[src/rtl/fft_peak_detect_if.sv]
// Bin stream in / power stream, peak report and abort flag out for fft_peak_detect.
interface fft_peak_detect_if #(
  parameter int unsigned DATA_WID     = 16,
  parameter int unsigned LOG2_FFT_LEN = 6
);
  localparam int unsigned PWR_WID = 2 * DATA_WID;

  logic                       val_i;
  logic signed [DATA_WID-1:0] fft_data_re_i;
  logic signed [DATA_WID-1:0] fft_data_im_i;
  logic                       pwr_val_o;
  logic [PWR_WID-1:0]         pwr_o;
  logic [LOG2_FFT_LEN-1:0]    bin_o;
  logic                       peak_val_o;
  logic [LOG2_FFT_LEN-1:0]    peak_bin_o;
  logic [PWR_WID-1:0]         peak_pwr_o;
  logic                       err_o;

  // Upstream/consumer side: drives bins, observes results.
  modport master (
    output val_i, fft_data_re_i, fft_data_im_i,
    input  pwr_val_o, pwr_o, bin_o, peak_val_o, peak_bin_o, peak_pwr_o, err_o
  );

  // Detector side.
  modport slave (
    input  val_i, fft_data_re_i, fft_data_im_i,
    output pwr_val_o, pwr_o, bin_o, peak_val_o, peak_bin_o, peak_pwr_o, err_o
  );
endinterface

[src/rtl/fft_peak_detect.sv]
// Per-bin power |X|^2 and per-frame peak search on the serial FFT bin stream.
// Optional build macro PEAK_SKIP_DC_EN: bin 0 is excluded from the peak search
// (it is still streamed on pwr_o).
module fft_peak_detect #(
  parameter int unsigned DATA_WID     = 16,
  parameter int unsigned FFT_LEN      = 64,
  parameter int unsigned LOG2_FFT_LEN = 6
) (
  input logic              clk,
  input logic              rst_n,
  fft_peak_detect_if.slave bus
);
  localparam int unsigned PWR_WID = 2 * DATA_WID;
  localparam logic [LOG2_FFT_LEN-1:0] LAST_BIN = LOG2_FFT_LEN'(FFT_LEN - 1);

  typedef enum logic [1:0] {IDLE, ACC, DONE} state_t;

  logic [LOG2_FFT_LEN-1:0] bin_cnt;
  logic                    s1_val;
  logic [LOG2_FFT_LEN-1:0] s1_bin;
  logic signed [PWR_WID-1:0] s1_rr;
  logic signed [PWR_WID-1:0] s1_ii;

  state_t                  state;
  logic [PWR_WID-1:0]      max_pwr;
  logic [LOG2_FFT_LEN-1:0] max_bin;
  logic [PWR_WID-1:0]      nxt_pwr;
  logic [LOG2_FFT_LEN-1:0] nxt_bin;
  logic [PWR_WID-1:0]      seed_pwr;
  logic [LOG2_FFT_LEN-1:0] seed_bin;

  // Bin counter, abort detect and the two-stage power pipeline.
  always_ff @(posedge clk) begin
    if (!rst_n) begin
      bin_cnt       <= '0;
      bus.err_o     <= 1'b0;
      s1_val        <= 1'b0;
      s1_bin        <= '0;
      s1_rr         <= '0;
      s1_ii         <= '0;
      bus.pwr_val_o <= 1'b0;
      bus.bin_o     <= '0;
      bus.pwr_o     <= '0;
    end else begin
      if (bus.val_i) begin
        bin_cnt <= (bin_cnt == LAST_BIN) ? '0 : bin_cnt + LOG2_FFT_LEN'(1);
      end else begin
        bin_cnt <= '0;
      end
      bus.err_o     <= !bus.val_i && (bin_cnt != '0);
      s1_val        <= bus.val_i;
      s1_bin        <= bin_cnt;
      s1_rr         <= PWR_WID'(bus.fft_data_re_i) * PWR_WID'(bus.fft_data_re_i);
      s1_ii         <= PWR_WID'(bus.fft_data_im_i) * PWR_WID'(bus.fft_data_im_i);
      bus.pwr_val_o <= s1_val;
      bus.bin_o     <= s1_bin;
      // Both squares are non-negative; the sum peaks at 2^(PWR_WID-1) so it cannot wrap.
      bus.pwr_o     <= PWR_WID'($unsigned(s1_rr)) + PWR_WID'($unsigned(s1_ii));
    end
  end

  // Running-max candidate (strict compare keeps the lower index on ties) and frame seed.
  always_comb begin
    nxt_pwr  = max_pwr;
    nxt_bin  = max_bin;
    seed_pwr = bus.pwr_o;
    seed_bin = bus.bin_o;
    if (bus.pwr_o > max_pwr) begin
      nxt_pwr = bus.pwr_o;
      nxt_bin = bus.bin_o;
    end
`ifdef PEAK_SKIP_DC_EN
    // Seeding as (bin 1, power 0) makes bin 1 win by default and ignores bin 0.
    seed_pwr = '0;
    seed_bin = LOG2_FFT_LEN'(1);
`endif
  end

  // Frame FSM on stage-2 data: seed on bin 0, accumulate, report after the last bin.
  always_ff @(posedge clk) begin
    if (!rst_n) begin
      state          <= IDLE;
      max_pwr        <= '0;
      max_bin        <= '0;
      bus.peak_val_o <= 1'b0;
      bus.peak_bin_o <= '0;
      bus.peak_pwr_o <= '0;
    end else begin
      bus.peak_val_o <= 1'b0;
      case (state)
        IDLE, DONE: begin
          if (bus.pwr_val_o && (bus.bin_o == '0)) begin
            state   <= ACC;
            max_pwr <= seed_pwr;
            max_bin <= seed_bin;
          end else begin
            state <= IDLE;
          end
        end
        ACC: begin
          if (!bus.pwr_val_o) begin
            // Stream gap inside a frame: aborted frame has drained, drop the partial max.
            state <= IDLE;
          end else begin
            max_pwr <= nxt_pwr;
            max_bin <= nxt_bin;
            if (bus.bin_o == LAST_BIN) begin
              state          <= DONE;
              bus.peak_val_o <= 1'b1;
              bus.peak_bin_o <= nxt_bin;
              bus.peak_pwr_o <= nxt_pwr;
            end
          end
        end
        default: state <= IDLE;
      endcase
    end
  end
endmodule
[src/flat_wrapper.sv]
// flat-port wrapper written by rule: the top's interface ports become plain ports
module fft_peak_detect_flat 
#(
  parameter int unsigned DATA_WID     = 16,
  parameter int unsigned FFT_LEN      = 64,
  parameter int unsigned LOG2_FFT_LEN = 6
)
  (clk, rst_n, bus_val_i, bus_fft_data_re_i, bus_fft_data_im_i, bus_pwr_val_o, bus_pwr_o, bus_bin_o, bus_peak_val_o, bus_peak_bin_o, bus_peak_pwr_o, bus_err_o);
  fft_peak_detect_if #(.DATA_WID(DATA_WID), .LOG2_FFT_LEN(LOG2_FFT_LEN)) bus_i ();
  input logic clk;
  input logic rst_n;
  input wire logic [$bits(bus_i.val_i)-1:0] bus_val_i;
  input wire logic [$bits(bus_i.fft_data_re_i)-1:0] bus_fft_data_re_i;
  input wire logic [$bits(bus_i.fft_data_im_i)-1:0] bus_fft_data_im_i;
  output wire logic [$bits(bus_i.pwr_val_o)-1:0] bus_pwr_val_o;
  output wire logic [$bits(bus_i.pwr_o)-1:0] bus_pwr_o;
  output wire logic [$bits(bus_i.bin_o)-1:0] bus_bin_o;
  output wire logic [$bits(bus_i.peak_val_o)-1:0] bus_peak_val_o;
  output wire logic [$bits(bus_i.peak_bin_o)-1:0] bus_peak_bin_o;
  output wire logic [$bits(bus_i.peak_pwr_o)-1:0] bus_peak_pwr_o;
  output wire logic [$bits(bus_i.err_o)-1:0] bus_err_o;
  assign bus_i.val_i = bus_val_i;
  assign bus_i.fft_data_re_i = bus_fft_data_re_i;
  assign bus_i.fft_data_im_i = bus_fft_data_im_i;
  assign bus_pwr_val_o = bus_i.pwr_val_o;
  assign bus_pwr_o = bus_i.pwr_o;
  assign bus_bin_o = bus_i.bin_o;
  assign bus_peak_val_o = bus_i.peak_val_o;
  assign bus_peak_bin_o = bus_i.peak_bin_o;
  assign bus_peak_pwr_o = bus_i.peak_pwr_o;
  assign bus_err_o = bus_i.err_o;
  fft_peak_detect #(.DATA_WID(DATA_WID), .FFT_LEN(FFT_LEN), .LOG2_FFT_LEN(LOG2_FFT_LEN)) u_core (.clk(clk), .rst_n(rst_n), .bus(bus_i));
endmodule
[config.mk]
export PLATFORM = sky130hd
export DESIGN_NAME = fft_peak_detect_flat
export DESIGN_NICKNAME = d
export VERILOG_FILES = /design/src/rtl/fft_peak_detect_if.sv /design/src/rtl/fft_peak_detect.sv /design/src/flat_wrapper.sv
export SDC_FILE = /design/constraint.sdc
export NUM_CORES = 2
export LEC_CHECK = 0
export CAP_MARGIN = 0
export CORE_MARGIN = 5
export CORE_UTILIZATION = 60
export CTS_CLUSTER_SIZE = 14
export DETAILED_ROUTE_END_ITERATION = 6
export PLACE_DENSITY = 0.79
export SETUP_SLACK_MARGIN = 0.4
export SLEW_MARGIN = 15
export SYNTH_ARGS = -nofsm -noshare
export SYNTH_HDL_FRONTEND = slang
export SYNTH_SLANG_ARGS = --single-unit
[constraint.sdc]
create_clock -name clk -period 11.3 [get_ports clk]
set_clock_uncertainty 0.05 [all_clocks]
set_input_delay 2.26 -clock clk [delete_from_list [all_inputs] [get_ports clk]]
set_output_delay 2.26 -clock clk [all_outputs]
set_load 0.01 [all_outputs]
Yosys cells after proc, flatten, opt, wreduce, memory -nomap -nowiden
Cells that the tools add are included.
- multiplexer cells: 13
- $mul: 2
- add/sub/neg operators: 2
- equal/unequal tests: 7
- bitwise logic cells: 2
- reductions and logical operators: 12
- $lt $le $gt $ge: 1
- operators by type and width (cell ; number):
    two-way mux 32 bit ; 3
    multiplier 16 x 16 -> 32 bit ; 2
    one-hot mux 32 bit (2 select lines) ; 1
    adder 32 bit ; 1
    > comparator 32 bit ; 1
    two-way mux 6 bit ; 3
    == test 6 bit, second input constant ; 2
    one-hot mux 6 bit (2 select lines) ; 1
    AND reduction 3 bit ; 3
    adder 6 x 1 -> 6 bit, second input constant ; 1
    zero test 6 bit ; 1
    nonzero test 6 bit ; 1
    two-way mux 2 bit ; 2
    inequality test 2 x 1 -> 1 bit, second input constant ; 2
    one-hot mux 2 bit (2 select lines) ; 1
    inequality test 3 bit, second input constant ; 1
    OR reduction 3 bit ; 1
    == test 2 x 1 -> 1 bit, second input constant ; 1
    == test 2 bit, second input constant ; 1
    logical AND 1 bit ; 2
    zero test 2 bit ; 1
    two-way mux 1 bit ; 2
    inverter 1 bit ; 2
    nonzero test 2 bit ; 1
    other kinds (2) ; 2
- output and inout port bits: 79
- input bits: 35
- word-level logic and storage cells: 54
- register bits after elaboration: 196

Depth between registers and ports, before layout
- depth in word-level cells: 4
- depth in mapped cells: 24
- mapped depth without buffers: 23

Worst setup path before layout
Ideal clock, no wire load.
- kind: input to register
- from: in bus_fft_data_re_i[5]
- to: reg u_core.s1_rr[28]
- buffers on the path: 2
- slack: 3.242 ns
- setup time: 0.078 ns
- stages: 21
- data required time: 11.172 ns
- arrival time: 7.930 ns
- cells stage by stage: clkbuf_1 > clkbuf_1 > nand2_1 > fa_1 > inv_1 > fa_1 > fa_1 > fa_1 > fa_1 > inv_1 > fa_1 > inv_1 > ha_1 > a21o_1 > a21o_1 > a21oi_1 > nand2_1 > o41ai_1 > a21boi_0 > o21a_1 > nor3_1
- cells in the longest elaborated chain, start to end: 1
- ends and longest elaborated chain (what ; line ; RTL):
    from (decl) ; flat_wrapper.sv:13 ; input wire logic [$bits(bus_i.fft_data_re_i)-1:0] bus_fft_data_re_i;
    multiplier 16 x 16 -> 32 bit ; fft_peak_detect.sv:53 ; s1_rr <= PWR_WID'(bus.fft_data_re_i) * PWR_WID'(bus.fft_data_re_i);
    to (signal assigned) ; fft_peak_detect.sv:53 ;
    to (decl) ; fft_peak_detect.sv:21 ; logic signed [PWR_WID-1:0] s1_rr;
Every way passes these cells.
A chain may end at the register's enable or synchronous reset.

Worst setup path in the final report
- from: in bus_fft_data_re_i[15]
- to: reg u_core.s1_rr[30]
Same word-level chain as after synthesis.

==> metrics.yaml <==
clock_tree:
  cell_chosen_for_the_clock_root: "clkbuf_16"
  cts.repair.resized: 0
  cts.path.max_buffers: 2
  cts_buffers: 17
  insertion_delay_ns: 0.44
  cts_hold_repair.buffers: 0
  cts.repair_timing.setup_buffer_count: 0
  cts.sinks: 194
  clock_tree_from_tritoncts: "yes"
  clock_pin_slew_of_the_registers_on_the_worst_case_setup_and_hold_paths_ns: 0.08
  cts.htree.levels: 4
placement:
  place.gp.congestion: 0.934
  numPlacedInstances: 3498
  port_buffers: 113
  hpwl_um: 47800
route:
  maxUsedRoutingLayer: "met4"
  wl_met3_um: 3290
  via_count: 19704
  drt-met1-wl_um: 24100
  detail_route.vias_per_cell: 5.58
  postRouteWirelength_um: 59200
  drt.antenna.violating_nets: 0
  post_drt_wl_per_cell_um: 16.8
  drt_pre_antenna_iters: 6
  drc: 0
  detailedRoute.firstIterationViolations: 1420
  wl_met2_um: 30000
floorplanning:
  fp.dieH_um: 220
  std_cell_rows: 76
  core_area_um2: 43300
  dieArea_um2: 48200
  initial_utilization_pct: 60.9
  die_width_um: 220
  io_pins: 114
synthesis:
  postSynth.asyncResetShare_pct: 0
  yosys_warnings: 0
  fraction_of_the_yosys_area_taken_by_sequential_cells_pct: 14.7
  synth_top_area_share_pct: 35.5
  post_synth_instance_area_um2: 26400
  ys_types: 62
  synth.avg_cell_area_um2: 9.13
  synth.ff_latch_count: 194
  synthCells: 2888
  synth.net_count: 3628
  post-synth-top-area-cell: "fa_1"
  synth.top_cells.by_area: "fa_1 36%, dfxtp_1 15%, ha_1 11%"
  synth_edf_count: 0
  synth-main-ff-cell: "dfxtp_1"
setup_path:
  worst_ep_arrival_time_ns: 9.57
  critical_path.top_delay_family: "adder cells"
  crit_start: "bus_fft_data_re_i[15]"
  critPathKind: "in -> reg"
  worst_path_largest_cell_delay_ns: 0.93
  required_ns: 11.60
  rr_startpoint: "u_core.max_pwr[9]"
  worstPathMaxFanout: 16
  path_buf_inv: 4
  slowest_stage: "fa_1"
  worstPathCellList: "clkdlybuf4s50_1 -> inv_1 -> nor2_1 -> fa_1 -> fa_1 -> fa_1 -> fa_1 -> fa_1 -> inv_1 -> fa_1 -> inv_1 -> ha_1 -> a21o_1 -> a21o_1 -> a21oi_1 -> nand2_1 -> o41ai_1 -> a21oi_1 -> o21a_1 -> nor3_1"
  critical-path-top-cell-by-count: "fa_1"
  worstSetupEndpointType: "register"
  worstSetupStartpointType: "primary input"
timing:
  timing.final.crit_period_ns: 9.27
  timing.final.hold_violations: 0
  setup_repair_after_global_routing_missed_its_margin: "false"
  setup-tns-final_ns: 0
  worst_slew_margin_rel_pct: 24.3
  max_slew.worst_pin.slew_ns: 1.14
  final-max-slew-violation-count: 0
  maxClockFrequency_mhz: 108
  final-setup-viol-count: 0
  fin_crit_sh_pct: 82.1
global_routing:
  grt_overflow_total: 0
  grt_max_degree: 92
  grt_first_pass_wirelength_um: 101000
  via_count_of_the_first_global_routing_pass: 21019
  grtUsageTotal_pct: 25.5
  initial_antenna_violation_count: 0
min_path:
  timing.hold.worst.start: "u_core.s1_bin[5]"
  timing.hold.worst.class: "reg -> reg"
cells_and_area:
  final_layout_size_suffix_gt1_share_pct: 2.48
  layout.cells.most_common_list: "671 x inv_1, 468 x fa_1, 237 x ha_1, 195 x nand2_1, 194 x dfxtp_1"
  most_common_cell_after_layout_fill_and_taps_aside: "inv_1"
  area_added_between_synthesis_and_finish_pct: 8.31
  num_antenna_cells: 0
  finish.cell_count_without_fillers: 3530
  layout.nets: 3672
job:
  max_cap_viol_count: 0
status:
  status: "completed"
==> worst paths after layout <==
kind | end | slack (ns) | cells past startpoint
worst min register to register | u_core.bus.bin_o[5] | 0.39 | 1
worst max-delay path | u_core.s1_rr[30] | 2.03 | 20
worst min-delay path | u_core.bus.bin_o[5] | 0.39 | 1
worst max register to register | u_core.bus.peak_pwr_o[31] | 7.13 | 12
==> layer usage <==
metal,track usage [%],up-vias
met5,0,-
li1,-,9076
met4,7.86,0
met2,44.5,650
met3,2.91,124
met1,33.8,9854
==> kinds of logic after synthesis <==
group	after synthesis	share of synthesized area [%]
AOI/OAI and AO/OA	363	8.90
xor gates and xnor gates	92	3.06
adders and majority gates	705	46.8
buffers and inverters	776	11.1
DFF	194	14.7
muxes	81	3.08
and+or+nand+nor	677	12.4
==> synth_stat cells, drive strengths merged (10+ instances only) <==
cell	count
a211oi	17
a21o	40
a21oi	92
a221oi	34
a31o	13
a31oi	13
and2	108
and3	15
clkbuf	93
dfxtp	194
fa	468
ha	237
inv	671
mux2i	81
nand2	196
nand2b	49
nand3	54
nand4	15
nor2	164
nor3	35
o21a	10
o21ai	102
xnor2	66
xor2	26
==> per-stage QoR <==
step                      hold slack [ns]  worst slack, ns  instance area, µm²  util [%]
after floorplan                     0.362             3.24               26400         -
after global placement              0.371             1.89               28000      64.6
after detailed placement            0.372             1.67               28000      64.6
after CTS                           0.392             2.11               28600      66.0
after global routing                0.404             1.57               28600      66.0
final                               0.389             2.03               28600      66.0
==> layout make-up <==
class | count | area (µm²)
clock buffers | 18 | 429
clock inverters | 14 | 164
fillers | 3453 | 14700
inverters | 676 | 2540
multi-input cells | 1918 | 19600
flip-flops and latches | 194 | 3880
well taps | 585 | 732
repair buffers | 125 | 1220
==> flip-flops by register name (all words and copies together) (netlist names), 6 cells and up <==
signal                 cells
u_core.bus.bin_o           6
u_core.max_bin             6
u_core.bus.peak_bin_o      6
u_core.bin_cnt             6
u_core.max_pwr            32
u_core.s1_bin              6
u_core.bus.pwr_o          32
u_core.bus.peak_pwr_o     32
u_core.s1_rr              31
u_core.s1_ii              31
Power is not shown: default switching activity piles up to over one toggle a cycle in this logic, so the estimate is an artifact.
